File: config.mk
export PLATFORM = sky130hd
export DESIGN_NAME = display_scan_ctrl_flat
export DESIGN_NICKNAME = d
export VERILOG_FILES = /design/src/rtl/display_scan_ctrl_pkg.sv /design/src/rtl/display_scan_ctrl_if.sv /design/src/rtl/display_scan_ctrl_slot_timer.sv /design/src/rtl/display_scan_ctrl.sv /design/src/flat_wrapper.sv
export SDC_FILE = /design/constraint.sdc
export NUM_CORES = 1
export LEC_CHECK = 0
export ABC_CLOCK_PERIOD_IN_PS = 2460
export CAP_MARGIN = 20
export CORE_MARGIN = 4
export CORE_UTILIZATION = 51
export CTS_CLUSTER_DIAMETER = 80
export DETAILED_ROUTE_END_ITERATION = 6
export HOLD_SLACK_MARGIN = 0.12
export PLACE_DENSITY = 0.84
export SLEW_MARGIN = 20
export SYNTH_ARGS = -nofsm -noshare
export SYNTH_HDL_FRONTEND = slang
export SYNTH_SLANG_ARGS = --single-unit
export TNS_END_PERCENT = 5
File: constraint.sdc
create_clock -name clock -period 2.46 [get_ports clock]
set_input_delay 0.492 -clock clock [delete_from_list [all_inputs] [get_ports clock]]
set_output_delay 0.492 -clock clock [all_outputs]
set_load 0.01 [all_outputs]
File: src/rtl/display_scan_ctrl_pkg.sv
// Shared types and defaults for the multiplexed status-display scanner.
package display_pkg;

    typedef enum logic [1:0] {
        IDLE   = 2'd0,
        ACTIVE = 2'd1,
        BLANK  = 2'd2
    } scan_state_t;

    localparam int DEF_NUM_DIGITS   = 4;
    localparam int DEF_DATA_W       = 2;
    localparam int DEF_ON_CYC       = 1000;
    localparam int DEF_BLANK_CYC    = 16;
    localparam int DEF_BLINK_FRAMES = 32;

    // Bits needed to hold 0..n-1; never narrower than one bit.
    function automatic int idx_width(input int n);
        return (n <= 2) ? 1 : $clog2(n);
    endfunction

endpackage

File: src/rtl/display_scan_ctrl_if.sv
// Frame-load handshake plus the scanned digit pins, with the scan state for observation.
interface display_scan_ctrl_if
    import display_pkg::*;
#(
    parameter int NUM_DIGITS = DEF_NUM_DIGITS,
    parameter int DATA_W     = DEF_DATA_W
) ();

    localparam int IDX_W = idx_width(NUM_DIGITS);

    // Frame handshake: the producer holds frame_data/blink_mask stable while
    // frame_valid is high; a frame transfers on any rising edge where
    // frame_valid && frame_ready, and frame_ready never depends on frame_valid.
    logic                         enable;
    logic [NUM_DIGITS*DATA_W-1:0] frame_data;
    logic [NUM_DIGITS-1:0]        blink_mask;
    logic                         frame_valid;
    logic                         frame_ready;

    logic [NUM_DIGITS-1:0]        digit_sel_n;
    logic [DATA_W-1:0]            digit_data;
    logic [IDX_W-1:0]             digit_idx;
    logic                         frame_start;
    scan_state_t                  scan_state;

    modport master (
        output enable, frame_data, blink_mask, frame_valid,
        input  frame_ready, digit_sel_n, digit_data, digit_idx, frame_start, scan_state
    );

    modport slave (
        input  enable, frame_data, blink_mask, frame_valid,
        output frame_ready, digit_sel_n, digit_data, digit_idx, frame_start, scan_state
    );

endinterface

File: src/rtl/display_scan_ctrl_slot_timer.sv
// Loadable down-counter timing the lit and blanked parts of each digit slot.
module slot_timer
    import display_pkg::*;
#(
    parameter int ON_CYC    = DEF_ON_CYC,
    parameter int BLANK_CYC = DEF_BLANK_CYC
) (
    input  logic clock,
    input  logic reset_n,
    input  logic clear_i,
    input  logic load_on_i,
    input  logic load_blank_i,
    input  logic active_i,
    input  logic blank_i,
    output logic on_done_o,
    output logic blank_done_o
);

    localparam int MAX_CYC = (ON_CYC > BLANK_CYC) ? ON_CYC : BLANK_CYC;
    localparam int CNT_W   = idx_width(MAX_CYC);
    localparam logic [CNT_W-1:0] ON_LOAD    = CNT_W'(ON_CYC - 1);
    localparam logic [CNT_W-1:0] BLANK_LOAD = (BLANK_CYC > 0) ? CNT_W'(BLANK_CYC - 1) : '0;

    logic [CNT_W-1:0] cnt_q, cnt_d;

    // Loaded with length-1 on entry, so the strobe fires in the last cycle of the window.
    always_comb begin
        cnt_d = cnt_q;
        if (clear_i) begin
            cnt_d = '0;
        end else if (load_on_i) begin
            cnt_d = ON_LOAD;
        end else if (load_blank_i) begin
            cnt_d = BLANK_LOAD;
        end else if (cnt_q != '0) begin
            cnt_d = cnt_q - 1'b1;
        end
    end

    always_ff @(posedge clock or negedge reset_n) begin
        if (!reset_n) begin
            cnt_q <= '0;
        end else begin
            cnt_q <= cnt_d;
        end
    end

    assign on_done_o    = active_i && (cnt_q == '0);
    assign blank_done_o = blank_i  && (cnt_q == '0);

endmodule

File: src/rtl/display_scan_ctrl.sv
// Time-multiplexed digit scanner with double-buffered frame load and per-digit blink.
module display_scan_ctrl
    import display_pkg::*;
#(
    parameter int NUM_DIGITS   = DEF_NUM_DIGITS,
    parameter int DATA_W       = DEF_DATA_W,
    parameter int ON_CYC       = DEF_ON_CYC,
    parameter int BLANK_CYC    = DEF_BLANK_CYC,
    parameter int BLINK_FRAMES = DEF_BLINK_FRAMES
) (
    input  logic                 clock,
    input  logic                 reset_n,
    display_scan_ctrl_if.slave   bus
);

    localparam int IDX_W = idx_width(NUM_DIGITS);
    localparam int BF_W  = idx_width(BLINK_FRAMES);
    localparam logic [IDX_W-1:0] LAST_IDX = IDX_W'(NUM_DIGITS - 1);
    localparam logic [BF_W-1:0]  BF_LAST  = BF_W'(BLINK_FRAMES - 1);

    scan_state_t state_q, state_d;
    logic [IDX_W-1:0] idx_q, idx_d, next_idx;

    logic [NUM_DIGITS-1:0][DATA_W-1:0] shadow_data_q, shadow_data_d;
    logic [NUM_DIGITS-1:0]             shadow_mask_q, shadow_mask_d;
    logic [NUM_DIGITS-1:0][DATA_W-1:0] pend_data_q, pend_data_d;
    logic [NUM_DIGITS-1:0]             pend_mask_q, pend_mask_d;
    logic                              pend_full_q, pend_full_d;

    logic [BF_W-1:0] blink_cnt_q, blink_cnt_d;
    logic            blink_phase_q, blink_phase_d;

    logic [NUM_DIGITS-1:0] sel_n_q, sel_n_d;
    logic [DATA_W-1:0]     data_q, data_d;
    logic                  frame_start_q, frame_start_d;

    logic load_on, load_blank, clear_cnt, on_done, blank_done;
    logic boundary, accept;

    slot_timer #(
        .ON_CYC    (ON_CYC),
        .BLANK_CYC (BLANK_CYC)
    ) u_slot_timer (
        .clock        (clock),
        .reset_n      (reset_n),
        .clear_i      (clear_cnt),
        .load_on_i    (load_on),
        .load_blank_i (load_blank),
        .active_i     (state_q == ACTIVE),
        .blank_i      (state_q == BLANK),
        .on_done_o    (on_done),
        .blank_done_o (blank_done)
    );

    assign next_idx  = (idx_q == LAST_IDX) ? '0 : idx_q + 1'b1;
    assign clear_cnt = (state_d == IDLE);

    // Scan sequencing; boundary marks the exit from the last digit's slot.
    always_comb begin
        state_d    = state_q;
        idx_d      = idx_q;
        load_on    = 1'b0;
        load_blank = 1'b0;
        boundary   = 1'b0;
        if (!bus.enable) begin
            state_d = IDLE;
            idx_d   = '0;
        end else begin
            case (state_q)
                IDLE: begin
                    state_d = ACTIVE;
                    idx_d   = '0;
                    load_on = 1'b1;
                end
                ACTIVE: begin
                    if (on_done) begin
                        if (BLANK_CYC == 0) begin
                            boundary = (idx_q == LAST_IDX);
                            idx_d    = next_idx;
                            load_on  = 1'b1;
                        end else begin
                            state_d    = BLANK;
                            load_blank = 1'b1;
                        end
                    end
                end
                BLANK: begin
                    if (blank_done) begin
                        boundary = (idx_q == LAST_IDX);
                        idx_d    = next_idx;
                        state_d  = ACTIVE;
                        load_on  = 1'b1;
                    end
                end
                default: begin
                    state_d = IDLE;
                    idx_d   = '0;
                end
            endcase
        end
    end

    // Accept and transfer are mutually exclusive: accept needs an empty pending buffer.
    assign accept = bus.frame_valid && !pend_full_q;

    always_comb begin
        shadow_data_d = shadow_data_q;
        shadow_mask_d = shadow_mask_q;
        pend_data_d   = pend_data_q;
        pend_mask_d   = pend_mask_q;
        pend_full_d   = pend_full_q;
        blink_cnt_d   = blink_cnt_q;
        blink_phase_d = blink_phase_q;
        if (boundary && pend_full_q) begin
            shadow_data_d = pend_data_q;
            shadow_mask_d = pend_mask_q;
            pend_full_d   = 1'b0;
        end
        if (accept) begin
            pend_data_d = bus.frame_data;
            pend_mask_d = bus.blink_mask;
            pend_full_d = 1'b1;
        end
        if (boundary) begin
            if (blink_cnt_q == BF_LAST) begin
                blink_cnt_d   = '0;
                blink_phase_d = ~blink_phase_q;
            end else begin
                blink_cnt_d = blink_cnt_q + 1'b1;
            end
        end
    end

    // Pin values are built from next-state so every output leaves a flop.
    always_comb begin
        sel_n_d       = '1;
        data_d        = data_q;
        frame_start_d = 1'b0;
        if (state_d == ACTIVE) begin
            data_d        = shadow_data_d[idx_d];
            frame_start_d = load_on && (idx_d == '0);
            if (!(blink_phase_d && shadow_mask_d[idx_d])) begin
                sel_n_d[idx_d] = 1'b0;
            end
        end
    end

    always_ff @(posedge clock or negedge reset_n) begin
        if (!reset_n) begin
            state_q       <= IDLE;
            idx_q         <= '0;
            shadow_data_q <= '0;
            shadow_mask_q <= '0;
            pend_data_q   <= '0;
            pend_mask_q   <= '0;
            pend_full_q   <= 1'b0;
            blink_cnt_q   <= '0;
            blink_phase_q <= 1'b0;
            sel_n_q       <= '1;
            data_q        <= '0;
            frame_start_q <= 1'b0;
        end else begin
            state_q       <= state_d;
            idx_q         <= idx_d;
            shadow_data_q <= shadow_data_d;
            shadow_mask_q <= shadow_mask_d;
            pend_data_q   <= pend_data_d;
            pend_mask_q   <= pend_mask_d;
            pend_full_q   <= pend_full_d;
            blink_cnt_q   <= blink_cnt_d;
            blink_phase_q <= blink_phase_d;
            sel_n_q       <= sel_n_d;
            data_q        <= data_d;
            frame_start_q <= frame_start_d;
        end
    end

    assign bus.frame_ready = ~pend_full_q;
    assign bus.digit_sel_n = sel_n_q;
    assign bus.digit_data  = data_q;
    assign bus.digit_idx   = idx_q;
    assign bus.frame_start = frame_start_q;
    assign bus.scan_state  = state_q;

endmodule
File: src/flat_wrapper.sv
// flat-port wrapper written by rule: the top's interface ports become plain ports
module display_scan_ctrl_flat import display_pkg::*;
#(
    parameter int NUM_DIGITS   = DEF_NUM_DIGITS,
    parameter int DATA_W       = DEF_DATA_W,
    parameter int ON_CYC       = DEF_ON_CYC,
    parameter int BLANK_CYC    = DEF_BLANK_CYC,
    parameter int BLINK_FRAMES = DEF_BLINK_FRAMES
)
  (clock, reset_n, bus_enable, bus_frame_data, bus_blink_mask, bus_frame_valid, bus_frame_ready, bus_digit_sel_n, bus_digit_data, bus_digit_idx, bus_frame_start, bus_scan_state);
  display_scan_ctrl_if #(.NUM_DIGITS(NUM_DIGITS), .DATA_W(DATA_W)) bus_i ();
  input  logic clock;
  input  logic reset_n;
  input wire logic [$bits(bus_i.enable)-1:0] bus_enable;
  input wire logic [$bits(bus_i.frame_data)-1:0] bus_frame_data;
  input wire logic [$bits(bus_i.blink_mask)-1:0] bus_blink_mask;
  input wire logic [$bits(bus_i.frame_valid)-1:0] bus_frame_valid;
  output wire logic [$bits(bus_i.frame_ready)-1:0] bus_frame_ready;
  output wire logic [$bits(bus_i.digit_sel_n)-1:0] bus_digit_sel_n;
  output wire logic [$bits(bus_i.digit_data)-1:0] bus_digit_data;
  output wire logic [$bits(bus_i.digit_idx)-1:0] bus_digit_idx;
  output wire logic [$bits(bus_i.frame_start)-1:0] bus_frame_start;
  output wire logic [$bits(bus_i.scan_state)-1:0] bus_scan_state;
  assign bus_i.enable = bus_enable;
  assign bus_i.frame_data = bus_frame_data;
  assign bus_i.blink_mask = bus_blink_mask;
  assign bus_i.frame_valid = bus_frame_valid;
  assign bus_frame_ready = bus_i.frame_ready;
  assign bus_digit_sel_n = bus_i.digit_sel_n;
  assign bus_digit_data = bus_i.digit_data;
  assign bus_digit_idx = bus_i.digit_idx;
  assign bus_frame_start = bus_i.frame_start;
  assign bus_scan_state = bus_i.scan_state;
  display_scan_ctrl #(.NUM_DIGITS(NUM_DIGITS), .DATA_W(DATA_W), .ON_CYC(ON_CYC), .BLANK_CYC(BLANK_CYC), .BLINK_FRAMES(BLINK_FRAMES)) u_core (.clock(clock), .reset_n(reset_n), .bus(bus_i));
endmodule
# Yosys cells after proc, flatten, opt, wreduce, memory -nomap -nowiden
# Index checks and enable logic that the tools add are counted.
totals:
  register_bits: 52
  inputBits: 16
  wordCells: 84
  output_inout_bits: 12
  romBits: 0
  n_memories: 0
  mem_bits_rw: 0
  latch_bits: 0
classes:
  shift: 0
  n_reduce_logical: 15
  div_mod_pow: 0
  multipliers: 0
  muxes: 37
  addsub: 3
  n_eq_ne: 5
  n_bitwise: 3
  n_lt_le_gt_ge: 2
op_table:
  columns: ["op", "n"]
  rows:
  - ["$mux 10", 4]
  - ["$mux 1", 15]
  - ["$mux 2", 7]
  - ["$mux 4", 3]
  - ["$logic_not 10->1", 1]
  - ["$reduce_bool 10->1", 1]
  - ["$sub 10x1->10 const B", 1]
  - ["$mux 8", 1]
  - ["$logic_and 1x1->1", 7]
  - ["$logic_not 2->1", 3]
  - ["$pmux 2 s3", 1]
  - ["$add 5x1->5 const B", 1]
  - ["$eq 5x5->1 const B", 1]
  - ["$mux 5", 1]
  - ["$bmux 2 s2", 1]
  - ["$eq 2x1->1 const B", 2]
  - ["$eq 2x2->1 const B", 2]
  - ["$not 4->4", 1]
  - ["$pmux 2 s2", 1]
  - ["$reduce_bool 4->1", 1]
  - ["$lt 2x3->1 const B", 1]
  - ["$add 2x1->2 const B", 1]
  - ["$bmux 1 s2", 1]
  - ["$demux 1 s2", 1]
  - ["other kinds (5)", 6]

# Logic depth before layout (Yosys ltp)
# Gate-level depths: netlist of the first run.
logic_depth:
  depth_word: 12
  depth_mapped: 10
  ltp_nobuf: 9

# Cells and area by module
# From an unflattened synthesis of the first run, not the netlist that was laid out.
unflattened:
  hier_cells: 215
  area_unflattened_um2: 2497.4
by_module_without_submodules:
  columns: ["module", "instances", "cells_per_inst", "seq_area_each_um2", "area_each_um2"]
  rows:
  - ["display_scan_ctrl", 1, 153, 1056.0, 1896.8]
  - ["slot_timer", 1, 62, 250.2, 600.6]

# Least setup slack after synthesis of the first run
# No wires, ideal clock.
synth_path:
  path_type: "reg-to-reg"
  startpoint: "register u_core.state_q[0] (netlist: u_core.bus.scan_state[0])"
  endpoint: "register u_core.data_q[0] (netlist: u_core.bus.digit_data[0])"
  path_stages_with_launch: 9
  setup_ps: 126
  n_path_buf: 0
  slack_ps: -126
  period_less_slack_ps: 2586
  t_arrival_ps: 2460
  t_required_ps: 2334
  path_cell_list: "dfrtp_1 -> inv_1 -> ha_1 -> or4b_2 -> o41ai_2 -> a21oi_4 -> nor3b_2 -> a21boi_1 -> o32a_1"
synth_via:
  elab_chain_len: 9
  word_cells_on_any_way: 20
  classes_between: "eq/ne (3); mux (13); reduce/logical (4)"
synth_rtl:
  columns: ["item", "line", "source"]
  rows:
  - ["from (decl)", "display_scan_ctrl.sv:21", "scan_state_t state_q, state_d;"]
  - ["from (signal assigned)", "display_scan_ctrl.sv:163", "state_q <= state_d;"]
  - ["$eq 2x2->1", "display_scan_ctrl.sv:50, display_scan_ctrl.sv:69", null]
  - ["$logic_and 1x1->1", "display_scan_ctrl_slot_timer.sv:49", "assign blank_done_o = blank_i && (cnt_q == '0);"]
  - ["$mux 1", "display_scan_ctrl.sv:88", "if (blank_done) begin"]
  - ["$mux 1", "display_scan_ctrl.sv:69", "case (state_q)"]
  - ["$mux 1", "display_scan_ctrl.sv:65", "if (!bus.enable) begin"]
  - ["$logic_and 1x1->1", "display_scan_ctrl.sv:114", "if (boundary && pend_full_q) begin"]
  - ["$mux 8", "display_scan_ctrl.sv:114", null]
  - ["$bmux 2 s2", "display_scan_ctrl.sv:140", "data_d = shadow_data_d[idx_d];"]
  - ["$mux 2 (not written as such)", "display_scan_ctrl.sv:140", null]
  - ["to (signal assigned)", "display_scan_ctrl.sv:173", "data_q <= data_d;"]
  - ["to (decl)", "display_scan_ctrl.sv:34", "logic [DATA_W-1:0] data_q, data_d;"]
# Parallel ways exist; a longest one is shown, timed or not. The select of a mux whose other input is x is not followed.
# A chain may end at the register's enable or synchronous reset.

# Final worst setup path of the first run
layout_path:
  startpoint: "register u_core.u_slot_timer.cnt_q[6]"
  endpoint: "register u_core.data_q[0] (netlist: u_core.bus.digit_data[0])"
layout_via:
  word_cells_on_any_way: 18
  classes_between: "eq/ne (1); mux (13); reduce/logical (4)"
layout_lines:
  columns: ["item", "line", "source"]
  rows:
  - ["from (decl)", "display_scan_ctrl_slot_timer.sv:24", "logic [CNT_W-1:0] cnt_q, cnt_d;"]
  - ["from (signal assigned)", "display_scan_ctrl_slot_timer.sv:44", "cnt_q <= cnt_d;"]
  - ["$logic_not 10->1 (*)", "display_scan_ctrl_slot_timer.sv:48, display_scan_ctrl_slot_timer.sv:49", null]
  - ["$logic_and 1x1->1, on equally long branches", "display_scan_ctrl_slot_timer.sv:49, display_scan_ctrl_slot_timer.sv:48", null]
  - ["$mux 2, on equally long branches", "display_scan_ctrl.sv:88, display_scan_ctrl.sv:76", null]
  - ["$pmux 2 s3 (*)", "display_scan_ctrl.sv:69", null]
  - ["$mux 2 (*)", "display_scan_ctrl.sv:65", null]
  - ["via u_core.state_d[1]", "display_scan_ctrl.sv:21", null]
  - ["$eq 2x1->1 (*)", "display_scan_ctrl.sv:139", "if (state_d == ACTIVE) begin"]
# The timed path passes the listed nets; every way through them passes the cells marked *. The select of a mux whose other input is x is not followed.

==> out/results.tsv, run 1 <==
metric	value	unit
status	finished with violations	
violations	setup timing	
end_kind	flip-flop	
drive_above_1_share	32.9	%
synthTopCellsByArea	dfrtp_1 (45%), nand2_1 (6.2%), mux2_2 (5.1%)	
die_w	80.0	um
setup_tns	-0.666	ns
p_int	1.79	mW
clk_latency	0.31	ns
vias	2171	
setup_ws	-0.138	ns
slew_headroom	58.5	%
fin_skew	0.00520	ns
crit_arrival	2.80	ns
hpwl	4360	um
worstSetupPathType	reg2reg	
antenna_found_initial	0	
ctsHtreeMaxLevel	2	
fillers	341	
die_y	80.0	um
synth_common_cells	dfrtp_1 (48), nand2_1 (44), inv_1 (16)	
routed_via_density	5.50	
first_pass_iters	5	
critPathLaunchType	flip-flop	
synth-seq-cells	52	
r2r_cells	8	
power_frac_seq	37.6	%
pwr-share-clk	18.1	%
multi_input_area	0.00133	mm2
synth.distinct_cells	54	
clk_pin_slew_worst_paths	0.09	ns
hold_path_class	in2async	
start_util	54.2	%
synth.avg_cell_area	10.5	um2
async_reset_ff_share	100	%
cts_root_buf	clkbuf_8	
busiest_layer	met2	
crit_path_max_fanout	6	
final_cell_count_no_fill	395	
setup_viol	6	
post_drt_wl_per_cell	15.9	um
synth_most_common_cell	dfrtp_1	
cp-startpoint	u_core.u_slot_timer.cnt_q[6]	
rows	25	
ys.warnings.count	0	
hold_violations	0	
finalWeightedCongestion	0.889	
drtIter0Drc	184	
p_switching	1.08	mW
seqCellArea	0.00131	mm2
worst_slew_pin_slew	0.617	ns
cts_buffer_depth	2	
drv_cap	0	
grt_overflow_total	0	
synth_area_leader_cell	dfrtp_1	
grt_max_degree	27	
power.share.switching	37.6	%
finalCritPeriodShare	106	%
antenna_left	0	
syn_area	0.00265	mm2
syn2layout_area_growth	33.0	%
slowest_stage	or4_4	
fin_crit	2.60	ns
portBuffers	27	
syn_inst	252	
fmax	385	MHz
p_comb_share	44.3	%
dp.cells	379	
ys_seq_area_share	49.4	%
timing.rr.start	u_core.u_slot_timer.cnt_q[6]	
wl	6300	um
grt_pass1_vias	2146	
num_io_pins	28	
drcViolationCount	0	
leakagePower	1.69	nW
rsz0062_at_grt	yes	
grtUsageMet1	27.2	%
insertedDiodeCount	0	
ys.flop_type	dfrtp_1	
path_cells	or4_4, buf_6, o31ai_4, a221o_1, inv_2, a211oi_4, o21ai_1, o32a_1	
syn_nets	277	
grtUsageMet2	32.5	%
grt_use_total	20.5	%
crit_required	2.66	ns
fin_nets	352	
core-area	0.00488	mm2
p_per_area	814	mW/mm2
numCtsBuffers	5	
cts.sinks	52	
final_max_slew_viol_count	0	
synth_top_area_share	45.4	%
synth_edf_count	0	
die-area	0.00641	mm2
cpPeakStageDelay	0.56	ns
cts_tree	yes	
ir_drop	725	uV
grt_pass1_wl	10100	um
met3_usage	5.53	%
==> power by group through the flow <==
stage | Combinational (mW) | Clock [mW] | Sequential (mW)
finish | 1.27 | 0.519 | 1.08
global route | 1.37 | 0.571 | 1.09
CTS | 1.13 | 0.530 | 1.07
detailed placement | 1.10 | 0 | 1.08
global placement | 1.08 | 0 | 1.08
floorplan | 0.693 | 0 | 1.09
==> kinds of logic after synthesis <==
group	synth area share, %
compound gates	13.0
xor+xnor	2.65
fa+ha+maj	4.26
buf+inv	4.40
flops	49.4
mux	6.62
simple gates	19.7
==> layer usage <==
| layer | up-vias | wire [um] |
|---|---|---|
| met1 | 1050 | 2740 |
| li1 | 1024 | - |
| met4 | 0 | 97 |
| met5 | - | 0 |
| met2 | 87 | 3080 |
| met3 | 10 | 376 |
==> cell usage in the layout, fill, tap and decap left out, drive strengths merged, types with 3 or more instances in the layout <==
| master | instances |
|---|---|
| a21oi | 14 |
| and2 | 3 |
| buf | 49 |
| clkbuf | 7 |
| clkdlybuf4s50 | 26 |
| dfrtp | 48 |
| dfstp | 4 |
| ha | 9 |
| inv | 17 |
| mux2 | 12 |
| mux2i | 4 |
| nand2 | 48 |
| nand2b | 5 |
| nand3 | 5 |
| nor2 | 10 |
| nor3 | 8 |
| nor4 | 3 |
| o21ai | 10 |
| or2 | 4 |
| or4 | 3 |
| xor2 | 6 |
==> flip-flops by register name, indices dropped and copies added (netlist names) <==
register and flops:
u_core.blink_cnt_q 5, u_core.blink_phase_q 1, u_core.bus.digit_data 2, u_core.bus.digit_idx 2
u_core.bus.digit_sel_n 4, u_core.bus.frame_start 1, u_core.bus.scan_state 2, u_core.pend_data_q 8
u_core.pend_full_q 1, u_core.pend_mask_q 4, u_core.shadow_data_q 8, u_core.shadow_mask_q 4
u_core.u_slot_timer.cnt_q 10
==> path summary, 6_finish.rpt <==
path                                              to  slack [ns]
max in group asynchronous  u_core.bus.digit_sel_n[1]        1.58
max reg2reg                 u_core.bus.digit_data[0]       -0.14
min reg2reg                  u_core.shadow_data_q[4]        0.47
min                         u_core.bus.scan_state[0]        0.17
max                         u_core.bus.digit_data[0]       -0.14
min in group clock           u_core.shadow_data_q[4]        0.47
==> area by class of cell <==
type	instances	share of cell area [%]
multi-input cells	176	37.8
flip-flops and latches	52	37.2
repair buffers	75	18.1
clock buffers	7	2.45
well taps	67	2.38
inverters	17	1.81
clock inverters	1	0.249
==> critical path, delay by kind of cell, from the launching register on <==
kind	cells	cell delay, ns
flip-flops	1	0.40
AO/OA/AOI/OAI	5	1.29
AND/OR/NAND/NOR	1	0.56
buffers and inverters	2	0.24
==> through the flow <==
step / power [mW] / hold slack [ns] / utilization (%) / cell area (um2) / setup slack, ns
3_5_place_dp: 2.19 / 0.451 / 67.1 / 3270 / -0.138
4_1_cts: 2.73 / 0.184 / 69.7 / 3400 / -0.0572
2_1_floorplan: 1.79 / 0.196 / - / 2680 / 0.000772
3_3_place_gp: 2.16 / 0.443 / 67.1 / 3270 / -0.0873
6_report: 2.87 / 0.171 / 72.1 / 3520 / -0.138
5_1_grt: 3.03 / 0.200 / 72.1 / 3520 / -0.214
==> what timing repair did <==
| item | CTS | global route |
|---|---|---|
| resized for setup | 5 | 16 |
| buffers inserted | 1 | 6 |
| hold buffers | 0 | 0 |
| setup endpoints to repair | 6 | 12 |
| cloned | 0 | 1 |
| pin swaps | 3 | 7 |
Power figures use the tool's default switching activity.
==> run 2: changes to the inputs <==
--- a/config.mk
+++ b/config.mk
@@ -8,11 +8,12 @@
 export ABC_CLOCK_PERIOD_IN_PS = 2460
 export CAP_MARGIN = 20
 export CORE_MARGIN = 4
-export CORE_UTILIZATION = 51
+export CORE_UTILIZATION = 35
 export CTS_CLUSTER_DIAMETER = 80
 export DETAILED_ROUTE_END_ITERATION = 6
 export HOLD_SLACK_MARGIN = 0.12
-export PLACE_DENSITY = 0.84
+export PLACE_DENSITY = 0.64
+export RECOVER_POWER = 100
 export SLEW_MARGIN = 20
 export SYNTH_ARGS = -nofsm -noshare
 export SYNTH_HDL_FRONTEND = slang
==> run 2 against run 1 <==
Effect of this change: the flow still finishes with violations (setup timing); clock power down 6.4%; global-route usage down 5.6 points; design area increased by 2.0%; clock-buffer cell count decreased by 2; final cell count grew 8.9%; via count shrank 2.5%; clock skew rose by 0.0043 ns; register-to-register slack better by 0.08 ns.
==> out/results.tsv, run 2 (synthesis results as in run 1) <==
metric	value	unit	change
grt_use_total	15.0	%	-5.6 points
antenna_found_initial	0		unchanged
setup_viol	4		-2
worstSetupPathType	reg2reg		
finalHoldWorstSlack	0.439	ns	+0.268 ns
crit_required	2.66	ns	about the same
setup_tns	-0.166	ns	+0.500 ns
grt_pass1_wl	10500	um	+4.8%
layout_common_cells	dfrtp_1 (46), buf_4 (45), nand2_1 (44)		
portBuffers	27		unchanged
status	finished with violations		
antenna_left	0		unchanged
drcViolationCount	0		unchanged
p_per_area	799	mW/mm2	-1.9%
hold_violations	0		unchanged
critPathLaunchType	flip-flop		
cts_hold_buffers	0		unchanged
num_io_pins	28		unchanged
drv_cap	0		unchanged
finalCritPeriodShare	102	%	-3.2 points
seqCellArea	0.00131	mm2	unchanged
fillers	701		+110%
p_switching	1.07	mW	-0.76%
core-area	0.00729	mm2	+49%
insertedDiodeCount	0		unchanged
cts_tree	yes		
placed_area	0.00331	mm2	+1.2%
syn2layout_area_growth	35.6	%	
r2r-end	u_core.bus.digit_data[0]		
die_w	95.0	um	+19%
end_kind	flip-flop		
die-area	0.00902	mm2	+41%
p_int	1.80	mW	+0.50%
rows	31		+24%
hold_path_class	in2async		
grt_overflow_total	0		unchanged
r2r_cells	8		unchanged
largestRegisters	u_core.u_slot_timer.cnt_q x10, u_core.pend_data_q x8, u_core.shadow_data_q x8		
wl	6250	um	-0.73%
worst_slew_pin_slew	1.29	ns	+0.677 ns
drive_above_1_share	33.8	%	+0.91 points
start_util	36.3	%	-18 points
p_comb_share	45.2	%	+0.9 points
grt_max_degree	26		-3.7%
fin_skew	0.00945	ns	+0.00425 ns
cts.sinks	52		unchanged
stdcell_area	0.00359	mm2	+2.0%
ctsHtreeMaxLevel	2		unchanged
timing.rr.start	u_core.u_slot_timer.cnt_q[5]		
clk_latency	0.31	ns	about the same
slew_headroom	13.7	%	-45 points
crit_arrival	2.72	ns	-0.08 ns
multi_input_area	0.00139	mm2	+4.6%
post_drt_wl_per_cell	14.5	um	-8.8%
fmax	397	MHz	+3.1%
setup_ws	-0.0589	ns	+0.0792 ns
first_pass_iters	4		-1
dp.cells	411		+8.4%
pwr-share-clk	17.0	%	-1.1 points
fin_crit	2.52	ns	-0.0792 ns
power.share.switching	37.3	%	-0.29 points
final_common_cell	dfrtp_1		
power_frac_seq	37.8	%	+0.2 points
drtIter0Drc	103		-44%
finalWeightedCongestion	0.854		-3.9%
routed_via_density	4.92		-10%
regMostFlops	u_core.u_slot_timer.cnt_q		
ir_drop	309	uV	-57%
cts_buffer_depth	2		unchanged
fin_nets	355		+0.85%
final_max_slew_viol_count	0		unchanged
rrSetupSlack	-0.06	ns	+0.08 ns
crit_path_max_fanout	4		-2
leakagePower	1.69	nW	+0.22%
grt_pass1_vias	2187		+1.9%
numCtsBuffers	5		unchanged
final_cell_count_no_fill	430		+8.9%
rsz0062_at_grt	yes		
vias	2117		-2.5%
hpwl	4410	um	+1.2%
violations	setup timing		
die_y	95.0	um	+19%
largest_reg_flops	10		unchanged
clk_pin_slew_worst_paths	0.10	ns	about the same
cts_root_buf	clkbuf_8		
[run 2: cell types whose count changed in the layout (fill, tap and decap cells not counted), sizes merged]
cell           previous run  this run
a31oi                     2         3
buf                      49        45
or4                       3         5
dlygate4sd3               0         4
clkinv                    1         3
clkdlybuf4s50            26        22
clkbuf                    7         9
[run 2: power groups by stage]
stage / logic [mW] / clock network (mW) / registers (mW)
after floorplan: 0.693 / 0 / 1.09
after detailed placement: 1.13 / 0 / 1.08
final: 1.30 / 0.486 / 1.08
after CTS: 1.25 / 0.500 / 1.07
after global routing: 1.44 / 0.538 / 1.10
after global placement: 1.11 / 0 / 1.08
[run 2: worst max path at each step]
stage	from	to	slack (ns)
2_1_floorplan	u_core.u_slot_timer.cnt_q[6]	u_core.bus.digit_data[0]	0.0008
3_3_place_gp	u_core.u_slot_timer.cnt_q[6]	u_core.bus.digit_data[0]	-0.05
3_5_place_dp	u_core.u_slot_timer.cnt_q[6]	u_core.bus.digit_sel_n[2]	-0.08
4_1_cts	u_core.u_slot_timer.cnt_q[6]	u_core.bus.digit_data[0]	-0.02
5_1_grt	u_core.u_slot_timer.cnt_q[5]	u_core.bus.digit_data[1]	-0.14
6_report	u_core.u_slot_timer.cnt_q[5]	u_core.bus.digit_data[0]	-0.06
[run 2: final cells by class]
class                      count  share of cell area [%]
tap                           99                    3.45
inverter                      17                    1.78
multi-input combinational    179                    38.8
timing repair buffer          75                    17.1
sequential                    52                    36.5
clock buffer                   5                    1.92
clock inverter                 3                   0.523
[run 2: through the flow]
step	utilization (%)	total power, mW	setup WS (ns)
final	49.2	2.87	-0.0589
after global placement	45.4	2.19	-0.0538
after global routing	49.2	3.08	-0.145
after floorplan	-	1.79	0.000772
after detailed placement	45.4	2.21	-0.0797
after CTS	48.7	2.83	-0.0188
[run 2: timing repair]
action | CTS | global route
cloned | 2 | 1
endpoints found under the setup margin | 7 | 18
resized for setup | 15 | 6
buffers inserted | 6 | 3
pin swaps | 11 | 6
[run 2: per-layer routing]
| metal | vias up | part of all wire [%] | global-route usage (%) | routed length, um |
|---|---|---|---|---|
| met4 | 0 | 0.94 | 3.73 | 59 |
| li1 | 1038 | - | - | - |
| met2 | 31 | 50 | 26.5 | 3130 |
| met5 | - | 0 | 0 | 0 |
| met3 | 5 | 2.5 | 2.79 | 159 |
| met1 | 1043 | 46 | 18.8 | 2900 |
[run 2: critical path, stage by stage (launching register included)]
cell      delay, ns
dfrtp_1        0.41
buf_4          0.14
or4_4          0.56
buf_4          0.17
o41ai_4        0.38
a21oi_4        0.09
nor3b_4        0.18
a21boi_1       0.14
o32a_1         0.35
==> run 3: changes to the inputs <==
--- a/config.mk
+++ b/config.mk
@@ -18,4 +18,3 @@
 export SYNTH_ARGS = -nofsm -noshare
 export SYNTH_HDL_FRONTEND = slang
 export SYNTH_SLANG_ARGS = --single-unit
-export TNS_END_PERCENT = 5
==> run 3 against run 2 <==
Effect of this change: the flow still finishes with violations (setup timing); worst hold slack lost 0.0019 ns; critical path depth unchanged; sequential share of layout area decreased by 1.4 points; final cell count rose by 1.2%; first-iteration DRC count increased by 2.9%; sequential power hardly changed; power rose by 3.5%; die area stayed put; clock skew is essentially flat; critical path type unchanged; largest power group unchanged.
==> out/results.tsv, run 3 (synthesis results as in run 1) <==
metric	value	unit	change
cp-startpoint	u_core.u_slot_timer.cnt_q[5]		
insertedDiodeCount	0		unchanged
rrSetupSlack	-0.02	ns	+0.04 ns
ctsHtreeMaxLevel	2		unchanged
rows	31		unchanged
fin_skew	0.00959	ns	+0.000132 ns
post_drt_wl_per_cell	15.0	um	+3.0%
clk_latency	0.31	ns	about the same
start_util	36.3	%	unchanged
crit_required	2.66	ns	about the same
antenna_found_initial	0		unchanged
end_kind	flip-flop		
die_y	95.0	um	unchanged
portBuffers	27		unchanged
die-area	0.00902	mm2	unchanged
hold_violations	0		unchanged
drtIter0Drc	106		+2.9%
grt_use_total	15.0	%	-0.017 points
fin_crit	2.48	ns	-0.0368 ns
routed_via_density	4.92		-0.12%
largest_reg_flops	10		unchanged
largestRegisters	u_core.u_slot_timer.cnt_q x10, u_core.pend_data_q x8, u_core.shadow_data_q x8		
num_io_pins	28		unchanged
finalWeightedCongestion	0.854		unchanged
cts.sinks	52		unchanged
critPathLaunchType	flip-flop		
r2r_cells	8		unchanged
p_per_area	795	mW/mm2	-0.45%
drive_above_1_share	38.1	%	+4.3 points
r2r-end	u_core.bus.digit_data[0]		
final_max_slew_viol_count	0		unchanged
hold_path_class	in2async		
cts_buffer_depth	2		unchanged
regMostFlops	u_core.u_slot_timer.cnt_q		
grt_pass1_vias	2186		-0.046%
core-area	0.00729	mm2	unchanged
violations	setup timing		
setup_viol	3		-1
layout_common_cells	buf_4 (46), dfrtp_1 (46), nand2_1 (44)		
worstSetupPathType	reg2reg		
finish.utilization	51.1	%	+2.0 points
hpwl	4410	um	unchanged
grt_pass1_wl	10500	um	-0.13%
antenna_left	0		unchanged
numCtsBuffers	5		unchanged
wl	6510	um	+4.2%
slew_headroom	14.3	%	+0.59 points
vias	2139		+1.0%
cts_hold_buffers	0		unchanged
rsz0062_at_grt	yes		
drcViolationCount	0		unchanged
clk_pin_slew_worst_paths	0.10	ns	about the same
crit_arrival	2.68	ns	-0.04 ns
crit_path_max_fanout	6		+2
grt_overflow_total	0		unchanged
leakagePower	1.76	nW	+3.7%
finalCritPeriodShare	101	%	-1.5 points
ir_drop	306	uV	-0.97%
timing.rr.start	u_core.u_slot_timer.cnt_q[5]		
grt_max_degree	26		unchanged
worst_slew_pin_slew	1.29	ns	-0.00886 ns
power	2.97	mW	+3.5%
fmax	403	MHz	+1.5%
status	finished with violations		
first_pass_iters	4		unchanged
setup_ws	-0.0220	ns	+0.0368 ns
cts_root_buf	clkbuf_8		
fin_nets	360		+1.4%
syn2layout_area_growth	40.9	%	
drv_cap	0		unchanged
die_w	95.0	um	unchanged
cts_tree	yes		
run 3: cell types whose count changed in the layout (fill, tap and decap cells not counted), moves of 2 or more:
cell / delta
nand3_1: -3
buf_6: +4
mux2i_4: +2
dlygate4sd3_1: +9
nand3_2: +3
clkdlybuf4s50_1: -9
run 3: layer usage:
metal | global-route usage (%) | share of wire, % | wire length, um
met1 | 18.7 | 46 | 2980
met2 | 26.5 | 51 | 3300
met3 | 2.79 | 2.6 | 170
met4 | 3.73 | 0.88 | 57
met5 | 0 | 0 | 0
run 3: area by class of cell:
type / instances / area [um2]
inverter: 17 / 63.8
clock buffer: 5 / 68.8
sequential: 52 / 1310
tap: 99 / 124
clock inverter: 3 / 18.8
multi-input combinational: 178 / 1460
fill: 685 / 3560
timing repair buffer: 81 / 686
run 3: critical path, stage by stage (launching register included):
cell      delay (ns)
dfrtp_1         0.39
or4_4           0.61
buf_4           0.19
o311a_4         0.32
a31oi_4         0.17
buf_12          0.15
nor3b_4         0.06
a21boi_1        0.14
o32a_1          0.35
run 3: how the worst max path moves through the flow:
stage / end / cells past startpoint / slack (ns)
finish: u_core.bus.digit_data[0] / 8 / -0.02
global route: u_core.bus.digit_data[1] / 7 / -0.11
CTS: u_core.bus.digit_data[0] / 8 / -0.02
detailed placement: u_core.bus.digit_sel_n[2] / 9 / -0.08
global placement: u_core.bus.digit_data[0] / 7 / -0.05
floorplan: u_core.bus.digit_data[0] / 8 / 0.0008
run 3: metrics by stage:
stage	setup slack [ns]	setup TNS (ns)	hold WS (ns)	std cells	instance area, um2
after floorplan	0.000772	0	0.196	252	2680
after global placement	-0.0538	-0.144	0.451	411	3310
after detailed placement	-0.0797	-0.276	0.455	411	3310
after CTS	-0.0210	-0.0415	0.161	427	3560
after global routing	-0.112	-0.461	0.501	435	3730
final	-0.0220	-0.0399	0.437	435	3730
run 3: what timing repair did:
item                                    4_1_cts  5_1_grt
pin swaps                                    10       10
setup buffers                                 6        9
cloned                                        2        0
endpoints found under the setup margin        7       18
gates resized for setup                      16       26
run 3: power breakdown:
part	switching (mW)	internal [mW]	leakage (nW)	total, mW
clock network	0.284	0.199	0.0479	0.483
logic	0.733	0.672	1.04	1.40
registers	0.102	0.977	0.670	1.08
total	1.12	1.85	1.76	2.97
